File: config.mk
export PLATFORM = sky130hd
export DESIGN_NAME = sdischg_pwm
export DESIGN_NICKNAME = d
export VERILOG_FILES = /design/src/rtl/sdischg_pkg.sv /design/src/rtl/sdischg_slot_cnt.sv /design/src/rtl/sdischg_pwm.sv
export SDC_FILE = /design/constraint.sdc
export NUM_CORES = 1
export LEC_CHECK = 0
export CAP_MARGIN = 20
export CORE_UTILIZATION = 45
export DETAILED_ROUTE_END_ITERATION = 8
export PLACE_DENSITY = 0.67
export SETUP_SLACK_MARGIN = 0.02
export SYNTH_ARGS = -nofsm -noshare
export SYNTH_HDL_FRONTEND = slang
export SYNTH_SLANG_ARGS = --single-unit
File: constraint.sdc
create_clock -name clk -period 3.7 [get_ports clk]
set_input_delay 0.925 -clock clk [delete_from_list [all_inputs] [get_ports clk]]
set_output_delay 0.925 -clock clk [all_outputs]
set_load 0.03 [all_outputs]
File: src/rtl/sdischg_pkg.sv
// Shared types and constants for the soft-discharge pulse generator.
package sdischg_pkg;

    typedef enum logic [1:0] {
        ST_IDLE   = 2'd0,
        ST_BASIC  = 2'd1,
        ST_PWM_HI = 2'd2,
        ST_PWM_LO = 2'd3
    } state_t;

    localparam int unsigned SLOTS  = 32;
    localparam int unsigned SLOT_W = $clog2(SLOTS);

    // SFR bit positions feeding this block
    localparam int unsigned SRCCTL_DISCHG    = 4;
    localparam int unsigned SD_VIN           = 5;
    localparam int unsigned SD_VBUS          = 6;
    localparam int unsigned LDBPRO_OTPI_GATE = 6;

    // True while the PWM engine owns the outputs
    function automatic logic is_pwm(input state_t s);
        return (s == ST_PWM_HI) || (s == ST_PWM_LO);
    endfunction

endpackage

File: src/rtl/sdischg_slot_cnt.sv
// Slot timebase: prescaler of SLOT_DIV clocks advancing a 32-slot counter.
module sdischg_slot_cnt
    import sdischg_pkg::*;
#(
    parameter int unsigned SLOT_DIV = 120
)
(
    input  logic              clk,
    input  logic              rst,
    input  logic              i_clear,
    output logic [SLOT_W-1:0] o_slot,
    output logic              o_slot_wrap_c,
    output logic              o_period_wrap_c
);

    localparam int unsigned      PRE_W   = (SLOT_DIV > 1) ? $clog2(SLOT_DIV) : 1;
    localparam logic [PRE_W-1:0] PRE_MAX = PRE_W'(SLOT_DIV - 1);

    logic [PRE_W-1:0]  r_presc;
    logic [SLOT_W-1:0] r_slot;

    assign o_slot          = r_slot;
    assign o_slot_wrap_c   = (r_presc == PRE_MAX);
    assign o_period_wrap_c = o_slot_wrap_c && (r_slot == SLOT_W'(SLOTS - 1));

    // Prescaler and slot counter; slot 31 rolls naturally to 0
    always_ff @(posedge clk or posedge rst) begin
        if (rst) begin
            r_presc <= '0;
            r_slot  <= '0;
        end else if (i_clear) begin
            r_presc <= '0;
            r_slot  <= '0;
        end else if (o_slot_wrap_c) begin
            r_presc <= '0;
            r_slot  <= r_slot + SLOT_W'(1);
        end else begin
            r_presc <= r_presc + PRE_W'(1);
        end
    end

endmodule

File: src/rtl/sdischg_pwm.sv
// Soft-discharge enable generator: plain level or 32-slot PWM, with OTP gating.
module sdischg_pwm
    import sdischg_pkg::*;
#(
    parameter int unsigned SLOT_DIV = 120,
    parameter int unsigned SYNC_STG = 2
)
(
    input  logic       clk,
    input  logic       rst,
    input  logic       dischg_en,
    input  logic [4:0] sd_duty,
    input  logic       sd_vin,
    input  logic       sd_vbus,
    input  logic       otpi_gate,
    input  logic       otpi,
    output logic       vo_dischg,
    output logic       vo_vin_dischg,
    output logic       pwm_busy
);

    state_t              r_state;
    logic [SLOT_W-1:0]   r_duty;
    logic [SYNC_STG-1:0] r_otpi_sync;
    logic                r_vo_dischg;
    logic                r_vo_vin_dischg;
    logic                r_pwm_busy;

    logic [SLOT_W-1:0]   w_slot;
    logic [SLOT_W-1:0]   w_slot_nxt;
    logic [SLOT_W-1:0]   w_duty_nxt;
    logic                w_slot_wrap;
    logic                w_period_wrap;
    logic                w_sd_any;
    logic                w_gate;
    logic                w_clear;
    logic                w_hi_nxt;

    assign w_sd_any   = sd_vbus | sd_vin;
    assign w_gate     = otpi_gate & r_otpi_sync[SYNC_STG-1];
    // Counter is held at zero outside PWM so every entry starts a full slot 0
    assign w_clear    = !is_pwm(r_state);
    assign w_slot_nxt = w_slot_wrap ? (w_slot + SLOT_W'(1)) : w_slot;
    // Duty is only picked up when a new period begins
    assign w_duty_nxt = w_period_wrap ? sd_duty : r_duty;
    assign w_hi_nxt   = (w_slot_nxt <= w_duty_nxt);

    sdischg_slot_cnt #(
        .SLOT_DIV (SLOT_DIV)
    ) u_slot_cnt (
        .clk             (clk),
        .rst             (rst),
        .i_clear         (w_clear),
        .o_slot          (w_slot),
        .o_slot_wrap_c   (w_slot_wrap),
        .o_period_wrap_c (w_period_wrap)
    );

    // Synchronise the asynchronous OTP interrupt
    always_ff @(posedge clk or posedge rst) begin
        if (rst) begin
            r_otpi_sync <= '0;
        end else begin
            r_otpi_sync <= {r_otpi_sync[SYNC_STG-2:0], otpi};
        end
    end

    // Mode FSM with duty latch and gated, registered switch enables
    always_ff @(posedge clk or posedge rst) begin
        if (rst) begin
            r_state         <= ST_IDLE;
            r_duty          <= '0;
            r_vo_dischg     <= 1'b0;
            r_vo_vin_dischg <= 1'b0;
            r_pwm_busy      <= 1'b0;
        end else begin
            r_vo_dischg     <= 1'b0;
            r_vo_vin_dischg <= 1'b0;
            r_pwm_busy      <= 1'b0;
            if (!dischg_en) begin
                r_state <= ST_IDLE;
            end else if (!w_sd_any) begin
                r_state     <= ST_BASIC;
                r_vo_dischg <= !w_gate;
            end else if (!is_pwm(r_state)) begin
                r_state         <= ST_PWM_HI;
                r_duty          <= sd_duty;
                r_vo_dischg     <= sd_vbus & !w_gate;
                r_vo_vin_dischg <= sd_vin & !w_gate;
                r_pwm_busy      <= 1'b1;
            end else begin
                r_duty     <= w_duty_nxt;
                r_pwm_busy <= 1'b1;
                if (w_hi_nxt) begin
                    r_state         <= ST_PWM_HI;
                    r_vo_dischg     <= sd_vbus & !w_gate;
                    r_vo_vin_dischg <= sd_vin & !w_gate;
                end else begin
                    r_state <= ST_PWM_LO;
                end
            end
        end
    end

    assign vo_dischg     = r_vo_dischg;
    assign vo_vin_dischg = r_vo_vin_dischg;
    assign pwm_busy      = r_pwm_busy;

endmodule

# After elaboration in Yosys (flattened, before gate mapping)
# Index checks and enable logic that the tools add are counted.
[word_totals]
register_bits = 24
in_bits = 12
out_inout_bits = 3
word_cells = 43
[op_classes]
add_sub_neg = 2
magnitude_cmp = 1
eq_ne = 4
muxes = 20
bitwise_logic = 4
reduce_logical = 4
[ops]
columns = ["cell", "n"]
rows = [
  ["2-to-1 mux 5 bit", 4],
  ["2-to-1 mux 7 bit", 2],
  ["2-to-1 mux 1 bit", 12],
  ["adder 7 x 1 -> 7 bit, second input constant", 1],
  ["equality test 7 bit, second input constant", 1],
  ["adder 5 x 1 -> 5 bit, second input constant", 1],
  ["equality test 5 bit, second input constant", 1],
  ["<= comparator 5 bit", 1],
  ["equality test 2 bit, second input constant", 2],
  ["2-to-1 mux 2 bit", 2],
  ["bitwise AND 1 bit", 3],
  ["AND reduction 2 bit", 1],
  ["logical AND 1 bit", 1],
  ["logical NOT 1 bit", 1],
  ["logical OR 1 bit", 1],
  ["bitwise OR 1 bit", 1],
]

# Longest topological paths before layout
# Gate-level depths: netlist (run 1).
[depth]
word_depth = 8
depth_mapped = 12

# Cells and area by module
# From an unflattened synthesis (run 1), not the netlist that was laid out.
[unflattened]
hier_cells = 113
area_unflattened_um2 = 1246.2
[modules_own_cells]
columns = ["mod", "n_inst", "cells_each", "area_per_inst_um2", "seq_area_each_um2"]
rows = [
  ["sdischg_pwm", 1, 54, 636.9, 250.2],
  ["sdischg_slot_cnt", 1, 59, 609.3, 300.3],
]

# Least setup slack after synthesis (run 1)
# No wires, ideal clock.
[synth_timing]
path_kind = "reg2reg"
startpoint = "register u_slot_cnt.r_slot[0], in the netlist u_slot_cnt.o_slot[0]"
endpoint = "register r_vo_dischg, in the netlist vo_dischg"
setup_ns = 0.126
arrival_time_ns = 2.227
required_time_ns = 3.574
setup_slack_ns = 1.347
stages_incl_launch_ff = 13
path_buffers = 1
synth_period_minus_slack_ns = 2.353
cell_sequence = "dfrtp_1 -> ha_1 -> and3_1 -> ha_1 -> inv_1 -> or3_1 -> buf_6 -> mux2i_1 -> ha_1 -> nand3_1 -> o21bai_1 -> a31oi_1 -> a21oi_1"
[synth_between]
elab_chain_cells = 8
elab_cells_between_ends = 10
classes_between = "1 x add/sub; 1 x order compare; 1 x eq/ne; 6 x mux; 1 x reduce/logical"
[synth_lines]
columns = ["item", "line", "source"]
rows = [
  ["start: declaration", "sdischg_slot_cnt.sv:20", "logic [SLOT_W-1:0] r_slot;"],
  ["start signal: assignment", "sdischg_slot_cnt.sv:36", "r_slot <= r_slot + SLOT_W'(1);"],
  ["branches (longest 3 deep; another with adder 5 x 1 -> 5 bit)", "n/a", ""],
  ["<= comparator 5 bit (*)", "sdischg_pwm.sv:46", "assign w_hi_nxt = (w_slot_nxt <= w_duty_nxt);"],
  ["2-to-1 mux 1 bit (*)", "sdischg_pwm.sv:94", "if (w_hi_nxt) begin"],
  ["2-to-1 mux 1 bit (*)", "sdischg_pwm.sv:85", "end else if (!is_pwm(r_state)) begin"],
  ["2-to-1 mux 1 bit (*)", "sdischg_pwm.sv:82", "end else if (!w_sd_any) begin"],
  ["2-to-1 mux 1 bit (*)", "sdischg_pwm.sv:80", "if (!dischg_en) begin"],
  ["end signal: assignment", "sdischg_pwm.sv:84", "r_vo_dischg <= !w_gate;"],
  ["end signal: assignment", "sdischg_pwm.sv:88", "r_vo_dischg <= sd_vbus & !w_gate;"],
  ["end signal: assignment", "sdischg_pwm.sv:96", "r_vo_dischg <= sd_vbus & !w_gate;"],
  ["end: declaration", "sdischg_pwm.sv:25", "logic r_vo_dischg;"],
]
# Every way passes the cells marked *.
# A chain may end at the register's enable or synchronous reset.

# Worst setup path after layout (run 1)
# Ends and elaborated chain as after synthesis.

==> out/results.tsv, run 1 <==
stage	metric	value	unit
synth	fraction of post-synthesis cell area in the top cell type by area	48.0	%
global_routing	vias in the first global route	757	
synth	number of distinct library cell variants in the gate-level netlist after synthesis	28	
power_and_ir_drop	maximum VDD drop	0.229	mV
timing	final cycle utilization of the critical path	71.8	%
place	port bufs	14	
clock_network	register clock-pin slew on the reported worst setup and hold paths	0.14	ns
power_and_ir_drop	total power density per cell area	391	nW/um^2
timing	RSZ-0062 raised after global routing	no	
place	Place WS	1.08	ns
routing	first-pass detailed-route iteration total	4	
timing	final worst-path setup slack	1.04	ns
synth	average size of a mapped cell	11.8	sq um
timing	headroom to the max-slew limit	43.9	%
critical_path	required arrival time at the worst endpoint	3.92	ns
synth	post-synthesis register bit count	22	
floorplan	I/O pin total	15	
clock_network	buffers inserted by post-CTS timing repair	0	
clock_network	Gates resized, CTS repair	0	
clock_network	CTS sink cnt	22	
synth	number of enable-type register cells in the synthesized netlist	0	
routing	Iteration-0 DRC Markers	16	
global_routing	global route overflow	0	
synth	library cell with the largest summed area after synthesis	sky130_fd_sc_hd__dfrtp_1	
routing	total wire length after detailed routing	2.01	mm
synth	Synth Net Count	117	
critical_path	category of the worst setup path launch point	flip-flop	
clock_network	Clk Latency, worst-skew pair	0.32	ns
final_layout	fraction of layout instances using a drive strength above 1	13.3	%
global_routing	GR Util met2	28.1	%
hold_path	classification of the worst-slack hold path	reg -> reg	
place	HPWL Detailed	1.48	mm
timing	max-slew violation total from the final report	0	
synth	Synth async-reset ratio	100	%
floorplan	die area	2750	sq um
final_layout	antenna fix cells	0	
global_routing	total global-route track usage	18.1	%
critical_path	category of the most critical setup path	reg -> reg	
synth	register area share after synthesis	48.0	%
clock_network	deepest clock path buffer count	2	
floorplan	number of standard-cell rows in the floorplan	17	
power_and_ir_drop	Total Power	0.531	mW
critical_path	cell breakdown of the critical path	ha_1 > and3_1 > ha_1 > inv_1 > or3_1 > mux2i_1 > ha_1 > nand3_1 > o21bai_1 > a31oi_1 > a21oi_1	
final_layout	fill cell instance count of the final layout	189	
routing	vias per std cell	5.22	
routing	count of antenna-violating nets left after detailed routing	0	
routing	post-detailed-route wirelength per cell	14.2	um
critical_path	Bufs and invs on worst path	1	
timing	fmax	0.376	GHz
timing	count of final setup violators	0	
place	routability congestion estimate from global placement	0.809	
final_layout	final layout net count	134	
final_layout	area of the multi-input gates	569	sq um
global_routing	wire length of the first global-routing pass	3.42	mm
timing	minimum hold slack	0.379	ns
clock_network	CTS tree	built	
global_routing	pin count of the biggest net entering global routing	23	
global_routing	fraction of met3 tracks used by global routing	3.77	%
run	number of max-cap violations	0	
synth	Mapped Area	1150	sq um
clock_network	root buffer cell	sky130_fd_sc_hd__clkbuf_4	
routing	DR vias	736	
synth	count of yosys warnings during synthesis	0	
synth	Main synth FF type	sky130_fd_sc_hd__dfrtp_1	
floorplan	core footprint	2300	sq um
clock_network	TritonCTS buffer count	3	
timing	Tmin final	2.66	ns
final_layout	area grow syn2layout	18.6	%
critical_path	dominant cell type by count on the critical path	sky130_fd_sc_hd__ha_1	
global_routing	antenna violations before repair	0	
power_and_ir_drop	total leakage power	0.685	nW
global_routing	Top Usage Layer GRT	met2	
synth	cells after synthesis	97	
timing	final number of hold-violating endpoints	0	
critical_path	worst-path fanout max	6	
clock_network	number of buffers added to fix hold violations after cts	0	
critical_path	kind of cell with the highest combined delay on the critical path	simple AND/OR/NAND/NOR gates	
floorplan	DIE WIDTH	52.5	um
outcome	outcome	finished clean	
critical_path	arrival time at the worst endpoint	2.88	ns
critical_path	critical path endpoint category	flip-flop	
synth	biggest area contributors in the synthesized netlist	sky130_fd_sc_hd__dfrtp_1 (48%), sky130_fd_sc_hd__ha_1 (8.7%), sky130_fd_sc_hd__mux2_4 (6.6%)	
routing	post-route DRC violation count	0	
critical_path	critical-path cell with the highest stage delay	sky130_fd_sc_hd__or3_1	
timing	Least-Margin Pin Slew	0.840	ns
timing	worst setup skew after layout	0.0121	ns
global_routing	global routing met1 resource utilization	23.1	%
floorplan	effective utilization at floorplan	49.9	%
clock_network	Clock H-tree levels	1	
floorplan	die height	52.5	um
timing	Post-Route Setup TNS	0	ns
final_layout	sequential cell area in the final layout	551	sq um
critical_path	maximum cell stage delay along the critical path	0.52	ns
kinds of logic (layout without fill, tap and decap cells):
| family | Yosys count | count (layout) | share of synthesized area [%] |
|---|---|---|---|
| compound gates | 8 | 8 | 4.80 |
| xor+xnor | 7 | 7 | 5.35 |
| fa+ha+maj | 8 | 8 | 8.73 |
| buf+inv | 5 | 21 | 2.29 |
| flops | 22 | 22 | 48.0 |
| mux | 12 | 12 | 13.0 |
| simple gates | 35 | 35 | 17.8 |
Yosys cell counts, drive strengths merged, types with 2 or more instances:
| cell type | number |
|---|---|
| nand2 | 2 |
| nand3 | 7 |
| nor2b | 4 |
| nor2 | 7 |
| inv | 3 |
| and3 | 2 |
| dfrtp | 22 |
| xor2 | 5 |
| and2 | 6 |
| a21oi | 3 |
| xnor2 | 2 |
| nor3 | 2 |
| mux2 | 8 |
| mux2i | 4 |
| o21ai | 2 |
| ha | 8 |
layer usage:
layer | vias up | share of wire [%]
met2 | 18 | 46
met5 | - | 0
met4 | 0 | 3.0
met3 | 6 | 2.9
met1 | 345 | 48
li1 | 367 | -
power breakdown:
group          internal [mW]  switching (mW)  leakage, nW  total (mW)
Sequential             0.255         0.00947        0.286       0.265
Clock                  0.110          0.0802       0.0279       0.190
Combinational         0.0438          0.0325        0.371      0.0764
registers in the layout, summed over array words and instances, names as in the netlist:
| name | cells |
|---|---|
| vo_dischg | 1 |
| r_duty | 5 |
| pwm_busy | 1 |
| u_slot_cnt.r_presc | 7 |
| r_otpi_sync | 2 |
| vo_vin_dischg | 1 |
| u_slot_cnt.o_slot | 5 |
final timing paths:
path                                                startpoint                       end  slack [ns]  depth (start not counted)
worst min register to register        r_otpi_sync[0]$_DFF_PP0_  r_otpi_sync[1]$_DFF_PP0_        0.38                          0
worst min-delay path                  r_otpi_sync[0]$_DFF_PP0_  r_otpi_sync[1]$_DFF_PP0_        0.38                          0
max in group asynchronous                                  rst     r_duty[0]$_DFFE_PP0P_        2.12                          2
min in group asynchronous                                  rst  r_otpi_sync[0]$_DFF_PP0_        1.05                          2
worst max-delay path            u_slot_cnt.o_slot[0]$_DFF_PP0_       vo_dischg$_DFF_PP0_        1.04                         11
worst max register to register  u_slot_cnt.o_slot[0]$_DFF_PP0_       vo_dischg$_DFF_PP0_        1.04                         11
cell usage in the layout, fill, tap and decap left out, drive strengths merged:
master and count:
dfrtp 22, clkdlybuf4s50 14, ha 8, mux2 8, nor2 7, nand3 7, and2 6, xor2 5
mux2i 4, nor2b 4, inv 3, a21oi 3, clkbuf 3, o21ai 2, xnor2 2, nor3 2
nand2 2, and3 2, nand4 1, or2b 1, or3 1, o21bai 1, a31oi 1, nor3b 1
nand2b 1, a21bo 1, bufinv 1
through the flow:
| stage | std cells | cell area [sq um] | util, % |
|---|---|---|---|
| floorplan | 97 | 1150 | - |
| global placement | 137 | 1310 | 56.9 |
| detailed placement | 137 | 1310 | 56.9 |
| CTS | 141 | 1360 | 59.2 |
| global route | 141 | 1360 | 59.2 |
| finish | 141 | 1360 | 59.2 |
worst register-to-register path: stages (launching register included):
cell	delay, ns
sky130_fd_sc_hd__dfrtp_1	0.42
sky130_fd_sc_hd__ha_1	0.18
sky130_fd_sc_hd__and3_1	0.16
sky130_fd_sc_hd__ha_1	0.14
sky130_fd_sc_hd__inv_1	0.03
sky130_fd_sc_hd__or3_1	0.52
sky130_fd_sc_hd__mux2i_1	0.20
sky130_fd_sc_hd__ha_1	0.32
sky130_fd_sc_hd__nand3_1	0.10
sky130_fd_sc_hd__o21bai_1	0.17
sky130_fd_sc_hd__a31oi_1	0.20
sky130_fd_sc_hd__a21oi_1	0.10
final cells by class:
cell class,count,area share (%)
Clock buffer,3,1.66
Clock inverter,1,2.21
Inverter,3,0.829
Multi-Input combinational cell,70,41.9
Sequential cell,22,40.5
Tap cell,28,2.58
Timing Repair Buffer,14,10.3
Power figures use the tool's default switching activity.
==> run 2: changes to the inputs <==
Clock period 3.7 ns to 2.6 ns, I/O delays scaled along.
==> run 2 against run 1 <==
Die area stayed put. Utilization grew 1.3 points. Power grew 27%. Sequential share of layout area down 0.84 points. Via count increased by 2.2%. Design area grew 2.1%. Global-route usage is 1.3 points lower. Final cell count rose by 3.5%. Wire length fell by 6.9%. Count of clock-buffer cells in the layout grew 1. Largest power group unchanged.
==> out/results.tsv, run 2 (synthesis gave the netlist of run 1 again) <==
stage	metric	value	unit	change
outcome	outcome	finished clean		
clock_network	register clock-pin slew on the reported worst setup and hold paths	0.13	ns	about the same
final_layout	final layout net count	139		+3.7%
timing	final worst-path setup slack	0.203	ns	-0.841 ns
routing	post-route DRC violation count	0		unchanged
critical_path	critical-path cell with the highest stage delay	sky130_fd_sc_hd__or3_4		
final_layout	Most flops, register	u_slot_cnt.r_presc		
critical_path	worst-path fanout max	6		unchanged
clock_network	TritonCTS buffer count	3		unchanged
critical_path	category of the most critical setup path	reg -> reg		
power_and_ir_drop	maximum VDD drop	0.516	mV	+130%
hold_path	classification of the worst-slack hold path	reg -> reg		
routing	Iteration-0 DRC Markers	15		-1
timing	RSZ-0062 raised after global routing	no		
final_layout	most common cell after layout, fill and taps aside	sky130_fd_sc_hd__dfrtp_1		
final_layout	non-filler instance count after layout	146		+3.5%
clock_network	number of buffers added to fix hold violations after cts	0		unchanged
place	Cell Count Post-Placement	139		+1.5%
critical_path	Bufs and invs on worst path	1		unchanged
timing	fmax	0.417	GHz	+11%
timing	max-slew violation total from the final report	0		unchanged
routing	post-detailed-route wirelength per cell	12.8	um	-10%
routing	first-pass detailed-route iteration total	4		unchanged
power_and_ir_drop	Total Power	0.677	mW	+27%
critical_path	maximum cell stage delay along the critical path	0.42	ns	-0.10 ns
final_layout	fraction of layout instances using a drive strength above 1	18.6	%	+5.4 points
final_layout	area of the multi-input gates	577	sq um	+1.3%
clock_network	CTS sink cnt	22		unchanged
final_layout	area grow syn2layout	21.1	%	
critical_path	required arrival time at the worst endpoint	2.81	ns	-1.11 ns
timing	final number of hold-violating endpoints	0		unchanged
global_routing	vias in the first global route	751		-0.79%
clock_network	CTS tree	built		
clock_network	root buffer cell	sky130_fd_sc_hd__clkbuf_4		
floorplan	die area	2750	sq um	unchanged
place	routability congestion estimate from global placement	0.797		-1.4%
critical_path	beginning of the worst register-to-register path	u_slot_cnt.o_slot[0]$_DFF_PP0_		
place	Place WS	0.0127	ns	-1.07 ns
place	port bufs	14		unchanged
timing	Least-Margin Pin Slew	0.441	ns	-0.399 ns
final_layout	fill cell instance count of the final layout	201		+6.3%
power_and_ir_drop	total power density per cell area	488	nW/um^2	+25%
timing	final cycle utilization of the critical path	92.2	%	+20 points
clock_network	Clock H-tree levels	1		unchanged
global_routing	total global-route track usage	16.8	%	-1.3 points
power_and_ir_drop	total leakage power	0.706	nW	+3.0%
critical_path	kind of cell with the highest combined delay on the critical path	simple AND/OR/NAND/NOR gates		
floorplan	effective utilization at floorplan	49.9	%	unchanged
critical_path	category of the worst setup path launch point	flip-flop		
timing	headroom to the max-slew limit	70.3	%	+26 points
clock_network	Clk Latency, worst-skew pair	0.31	ns	about the same
critical_path	critical path endpoint category	flip-flop		
final_layout	most used cells in the layout excluding fill and tap cells	sky130_fd_sc_hd__dfrtp_1 (22), sky130_fd_sc_hd__clkdlybuf4s50_1 (14), sky130_fd_sc_hd__ha_1 (8), sky130_fd_sc_hd__nand3_1 (7)		
timing	Tmin final	2.40	ns	-0.259 ns
floorplan	die height	52.5	um	unchanged
timing	worst setup skew after layout	0.0136	ns	+0.00147 ns
floorplan	core footprint	2300	sq um	unchanged
final_layout	antenna fix cells	0		unchanged
global_routing	wire length of the first global-routing pass	3.24	mm	-5.0%
timing	minimum hold slack	0.408	ns	+0.0291 ns
routing	total wire length after detailed routing	1.87	mm	-6.9%
critical_path	cell breakdown of the critical path	ha_1 > and3_1 > ha_1 > inv_1 > or3_4 > mux2i_1 > ha_1 > nand3_1 > o21bai_1 > a31oi_1 > a21oi_1		
global_routing	global route overflow	0		unchanged
routing	vias per std cell	5.15		-1.3%
floorplan	number of standard-cell rows in the floorplan	17		unchanged
floorplan	I/O pin total	15		unchanged
hold_path	launch instance of the worst min-delay path	r_otpi_sync[0]$_DFF_PP0_		
critical_path	arrival time at the worst endpoint	2.61	ns	-0.27 ns
timing	count of final setup violators	0		unchanged
final_layout	max FFs per register	7		unchanged
final_layout	sequential cell area in the final layout	551	sq um	unchanged
critical_path	dominant cell type by count on the critical path	sky130_fd_sc_hd__ha_1		
timing	Post-Route Setup TNS	0	ns	unchanged
floorplan	DIE WIDTH	52.5	um	unchanged
routing	DR vias	752		+2.2%
routing	count of antenna-violating nets left after detailed routing	0		unchanged
global_routing	antenna violations before repair	0		unchanged
place	HPWL Detailed	1.38	mm	-6.8%
clock_network	deepest clock path buffer count	2		unchanged
global_routing	pin count of the biggest net entering global routing	23		unchanged
critical_path	timing startpoint of the critical path	u_slot_cnt.o_slot[0]$_DFF_PP0_		
run	number of max-cap violations	0		unchanged
[run 2: cell type report]
type / count / share of cell area (%)
Multi-Input combinational cell: 70 / 41.6
Sequential cell: 22 / 39.7
Inverter: 3 / 0.812
Timing Repair Buffer: 19 / 12.8
Clock buffer: 4 / 2.61
Tap cell: 28 / 2.52
[run 2: metrics by stage]
stage	util (%)	instance area, sq um
after floorplan	-	1150
after global placement	57.5	1320
after detailed placement	57.5	1320
after CTS	59.3	1360
after global routing	60.4	1390
final	60.4	1390
[run 2: metal layers]
metal | routed length (um) | track usage (%)
met5 | 0 | 0
met1 | 905 | 21.5
met3 | 46 | 3.48
met4 | 22 | 9.21
met2 | 892 | 26.2
[run 2: final timing paths]
check	slack [ns]	depth (start not counted)	endpoint
max	0.20	11	vo_dischg$_DFF_PP0_
min	0.41	0	r_otpi_sync[1]$_DFF_PP0_
max reg2reg	0.20	11	vo_dischg$_DFF_PP0_
min reg2reg	0.41	0	r_otpi_sync[1]$_DFF_PP0_
max in group asynchronous	1.72	3	u_slot_cnt.o_slot[1]$_DFF_PP0_
min in group asynchronous	0.65	3	r_otpi_sync[0]$_DFF_PP0_
[run 2: power breakdown]
part / switching (mW) / internal (mW) / leakage, nW
registers: 0.0112 / 0.363 / 0.286
logic: 0.0468 / 0.0642 / 0.399
clock network: 0.106 / 0.0855 / 0.0210
[run 2: repair_timing]
action                                  CTS  global route
setup buffers                             0             3
gates cloned                              0             0
pin swaps                                 0             2
gates resized for setup                   1             1
endpoints found under the setup margin    1             2
